--- src/rtl/ram_port_arbiter.sv ---
// Two-requester round-robin arbiter in front of a simple-dual-port RAM.
// Optional post-reset zero-fill; reads return one cycle after accept.
//
// Ports:
//   clk, rst                  clock, synchronous active-high reset
//   reqN_valid/we/addr/wdata  requester N operation (held until ready)
//   reqN_ready                operation accepted this cycle
//   rspN_valid/rdata          read data pulse, one cycle after accept
//   ram_wren/wraddr/di        RAM write port (zeroed when idle)
//   ram_rden/rdaddr           RAM read port (zeroed when idle)
//   ram_do                    registered RAM read data
module ram_port_arbiter #(
  parameter int AW             = 11,
  parameter int DW             = 16,
  parameter bit CLEAR_ON_RESET = 1'b0
) (
  input  logic          clk,
  input  logic          rst,
  input  logic          req0_valid,
  output logic          req0_ready,
  input  logic          req0_we,
  input  logic [AW-1:0] req0_addr,
  input  logic [DW-1:0] req0_wdata,
  output logic          rsp0_valid,
  output logic [DW-1:0] rsp0_rdata,
  input  logic          req1_valid,
  output logic          req1_ready,
  input  logic          req1_we,
  input  logic [AW-1:0] req1_addr,
  input  logic [DW-1:0] req1_wdata,
  output logic          rsp1_valid,
  output logic [DW-1:0] rsp1_rdata,
  output logic          ram_wren,
  output logic [AW-1:0] ram_wraddr,
  output logic [DW-1:0] ram_di,
  output logic          ram_rden,
  output logic [AW-1:0] ram_rdaddr,
  input  logic [DW-1:0] ram_do
);

  typedef enum logic {
    S_CLEAR,
    S_SERVE
  } state_e;

  state_e        state_q, state_d;
  logic [AW-1:0] clr_addr_q, clr_addr_d;
  logic          last_q, last_d;
  logic          tag_vld_q, tag_vld_d;
  logic          tag_own_q, tag_own_d;

  logic          gnt0, gnt1;
  logic          sel_we;
  logic [AW-1:0] sel_addr;
  logic [DW-1:0] sel_wdata;

  always_comb begin
    state_d    = state_q;
    clr_addr_d = clr_addr_q;
    last_d     = last_q;
    tag_vld_d  = 1'b0;
    tag_own_d  = tag_own_q;
    gnt0       = 1'b0;
    gnt1       = 1'b0;
    sel_we     = 1'b0;
    sel_addr   = '0;
    sel_wdata  = '0;
    ram_wren   = 1'b0;
    ram_wraddr = '0;
    ram_di     = '0;
    ram_rden   = 1'b0;
    ram_rdaddr = '0;

    unique case (state_q)
      S_CLEAR: begin
        ram_wren   = 1'b1;
        ram_wraddr = clr_addr_q;
        clr_addr_d = clr_addr_q + 1'b1;
        if (clr_addr_q == {AW{1'b1}}) begin
          state_d = S_SERVE;
        end
      end
      S_SERVE: begin
        // Under contention the side that did not win last goes next.
        gnt0 = req0_valid & (~req1_valid | last_q);
        gnt1 = req1_valid & (~req0_valid | ~last_q);
        sel_we    = gnt1 ? req1_we    : req0_we;
        sel_addr  = gnt1 ? req1_addr  : req0_addr;
        sel_wdata = gnt1 ? req1_wdata : req0_wdata;
        if (gnt0 | gnt1) begin
          last_d = gnt1;
          if (sel_we) begin
            ram_wren   = 1'b1;
            ram_wraddr = sel_addr;
            ram_di     = sel_wdata;
          end else begin
            ram_rden   = 1'b1;
            ram_rdaddr = sel_addr;
            tag_vld_d  = 1'b1;
            tag_own_d  = gnt1;
          end
        end
      end
    endcase

    req0_ready = gnt0;
    req1_ready = gnt1;
    rsp0_valid = tag_vld_q & ~tag_own_q;
    rsp1_valid = tag_vld_q & tag_own_q;

    // Outputs are quiet for the whole reset cycle, including a
    // response that would otherwise land on it.
    if (rst) begin
      req0_ready = 1'b0;
      req1_ready = 1'b0;
      rsp0_valid = 1'b0;
      rsp1_valid = 1'b0;
      ram_wren   = 1'b0;
      ram_wraddr = '0;
      ram_di     = '0;
      ram_rden   = 1'b0;
      ram_rdaddr = '0;
    end

    rsp0_rdata = rsp0_valid ? ram_do : '0;
    rsp1_rdata = rsp1_valid ? ram_do : '0;
  end

  always_ff @(posedge clk) begin
    if (rst) begin
      state_q    <= CLEAR_ON_RESET ? S_CLEAR : S_SERVE;
      clr_addr_q <= '0;
      last_q     <= 1'b1;
      tag_vld_q  <= 1'b0;
      tag_own_q  <= 1'b0;
    end else begin
      state_q    <= state_d;
      clr_addr_q <= clr_addr_d;
      last_q     <= last_d;
      tag_vld_q  <= tag_vld_d;
      tag_own_q  <= tag_own_d;
    end
  end

endmodule
--- config.mk ---
export PLATFORM = sky130hd
export DESIGN_NAME = ram_port_arbiter
export DESIGN_NICKNAME = d
export VERILOG_FILES = /design/src/rtl/ram_port_arbiter.sv
export SDC_FILE = /design/constraint.sdc
export NUM_CORES = 1
export LEC_CHECK = 0
export CORE_MARGIN = 2
export CORE_UTILIZATION = 50
export DETAILED_ROUTE_END_ITERATION = 10
export DONT_BUFFER_PORTS = 1
export PLACE_DENSITY = 0.68
export SYNTH_ARGS = -nofsm -noshare
export SYNTH_HDL_FRONTEND = slang
export SYNTH_SLANG_ARGS = --single-unit
export TNS_END_PERCENT = 30
--- constraint.sdc ---
create_clock -name clk -period 1.5 [get_ports clk]
set_input_delay 0.225 -clock clk [delete_from_list [all_inputs] [get_ports clk]]
set_output_delay 0.225 -clock clk [all_outputs]
set_load 0.01 [all_outputs]
==> flow_summary.yaml <==
layout:
  regArea_um2: 309
  drive_gt1_frac: 0.446
  n_antenna_cell: 0
  fill_cells: 166
  multi_input_comb_area_mm2: 0.00143
  stdcell_count: 302
  design_area_mm2: 0.00243
  finish.net_count: 336
  area_growth_pct: 50.6
  postLayoutCoreUtil: 0.795
power_and_ir_drop:
  cellPowerDensity_mw_per_mm2: 483
  p_leak_nw: 0.969
  vdd_drop_max_mv: 0.367
  power.total_mw: 1.17
floorplan:
  die_h_um: 60.8
  die_w_um: 60.8
  boundaryPins: 152
  core_mm2: 0.00305
  initial_core_util: 0.528
  die_area_mm2: 0.00370
  fp-row-count: 20
detailed_routing:
  ant_nets: 0
  drc: 0
  routed_via_density: 6.60
  firstDrtPassIters: 4
  vias: 1994
  drt-initial-drc-count: 133
  routed_wl_mm: 7.27
  wl_per_cell_um: 24.1
place:
  io_buffers: 0
  dpl.cell_count: 291
  gp_congestion: 0.831
  hpwl_mm: 4.32
  dpl_cell_area_mm2: 0.00205
global_route:
  grt_usage: 0.332
  met2_usage: 0.619
  grt_pass1_vias: 1775
  grt_pass1_wl_mm: 8.78
  grt_max_degree: 29
  grt_overflow: 0
  grt-busiest-layer: "met2"
  use_met1: 0.328
  antenna_found_initial: 0
  grtUsageMet3: 0.0277
clock_network:
  root_buffer: "clkbuf_4"
  cts_made_buffers: 3
  clockBufferDepth: 2
  cts.sinks: 15
  ctsHtreeMaxLevel: 1
  cts_tree: "yes"
  clkTransAtPathRegs_ps: 90
  clkLatencyLatePin_ps: 290
logic_synthesis:
  yosysWarningCount: 0
  synth_most_common_cell: "and2_1"
  synth_edf_count: 0
  syn_area_per_cell_um2: 7.87
  synth_common_cells: "32 x and2_1, 28 x mux2i_1, 27 x nor3_1"
  async_flop_share: 0
  synth_cell_types: 42
  syn_area_mm2: 0.00161
  synth_top_area_frac: 0.186
  synth.area.top_cells: "dfxtp_1 19%, mux2i_1 17%, and2_1 12%"
  yosys_register_bits: 15
  ys_seq_area_frac: 0.186
  yosysTopAreaCell: "dfxtp_1"
  synth-main-ff-cell: "dfxtp_1"
  syn_inst: 205
  synthesis.nets: 282
worst_setup_path:
  endpoint_kind: "output pin"
  startpoint_type: "flip-flop"
  critical_path_class: "flip-flop to output pin"
  crit_arrival_ps: 1820
  cp_max_fo: 28
  crit_required_ps: 1270
status:
  status: "finished with violations"
  violations: "negative setup slack"
timing:
  maxSlewHeadroom: 0.690
  rsz0062_at_grt: "yes"
  maxSlewViolCount: 0
  post-route-min-period_ps: 2050
  tightest_slew_ps: 464
  setup_ws_ps: -546
  setup_viol: 42
  max_freq_mhz: 489
  skew_ps: 3.30
  period_share: 1.36
  hold_violations: 0
hold_path:
  hp-class: "input port to flip-flop"
flow_run:
  drv_cap: 0
==> timing repair <==
item / 4_1_cts / 5_1_grt
hold endpoints to repair: 11 / 0
setup buffers: 6 / 1
setup endpoints to repair: 59 / 66
gates resized for setup: 28 / 35
hold buffers: 1 / 0
pin swaps: 5 / 7
==> layer usage <==
layer	part of all wire	wire length, um
met5	0	0
met4	0.073	530
met3	0.092	670
met2	0.50	3640
met1	0.33	2430
==> stage by stage <==
stage                     hold WS [ps]  setup WS, ps  TNS (ps)
after global routing              32.5          -543    -17970
after detailed placement           299          -119     -1800
final                             52.1          -546    -15190
after global placement             297         -74.5      -802
after floorplan                    454         -28.1     -56.1
after CTS                         39.8          -393    -13280
==> registers in the layout, summed over array words and instances (netlist names) <==
signal      count
clr_addr_q     11
last_q          1
state_q         1
tag_own_q       1
tag_vld_q       1
==> area by class of cell <==
cell class,instances,area share
Clock buffer,4,0.0108
Inverter,4,0.00618
Multi-Input combinational cell,168,0.590
Sequential cell,15,0.127
Tap cell,44,0.0227
Timing Repair Buffer,67,0.243
==> power breakdown <==
group / total [mW] / internal [mW] / switching, mW
Sequential: 0.406 / 0.402 / 0.00470
Clock: 0.241 / 0.104 / 0.138
Combinational: 0.526 / 0.261 / 0.265
==> final timing paths <==
path,cells past startpoint,slack (ps),to,start
setup / recovery,6,-550,ram_wraddr[6],last_q$_SDFFE_PP1P_
hold / removal,1,50,last_q$_SDFFE_PP1P_,rst
setup reg to reg,3,0,clr_addr_q[10]$_SDFFE_PP0N_,clr_addr_q[4]$_SDFFE_PP0N_
hold reg to reg,2,520,clr_addr_q[9]$_SDFFE_PP0N_,clr_addr_q[9]$_SDFFE_PP0N_
==> cell usage in the layout, fill, tap and decap left out, types with 2 or more instances in the layout <==
cell      netlist  routed
nor2b_1         2       2
nor3_1         27      21
xor2_1          3       3
buf_12          1       5
o31ai_2         1       4
or4_1           4       4
a32oi_4         1       2
nand2b_1        4       2
nand2_1        14      13
nor2_2          0       2
inv_1           4       4
buf_4           1      56
dfxtp_2         0       4
mux2i_1        28      16
nand2b_4        0       2
nor3_2          1       7
a31oi_1         2       2
a21oi_1         7       7
clkbuf_4        0       3
buf_6           4       4
dfxtp_1        15      10
o31ai_1        12       8
nor2_1         10       7
mux2i_2         0       5
and2_1         32      32
mux2i_4         0       7
==> kinds of logic (layout without fill, tap and decap cells) <==
kind of cell	after synthesis	after routing	share of synthesized area
multiplexers	29	29	0.181
AND/OR/NAND/NOR	105	105	0.374
buffers and inverters	22	75	0.0830
XOR/XNOR	4	4	0.0217
flip-flops	15	15	0.186
adder cells (fa/ha/maj)	1	1	0.00776
AO/OA/AOI/OAI	29	29	0.147
==> worst max-delay path: stages, from the launching register on <==
cell and delay [ps]:
dfxtp_2 360, a21boi_4 200, buf_4 160, a32oi_4 50, buf_12 190, o31ai_1 380
buf_4 190
Power figures use the tool's default switching activity.
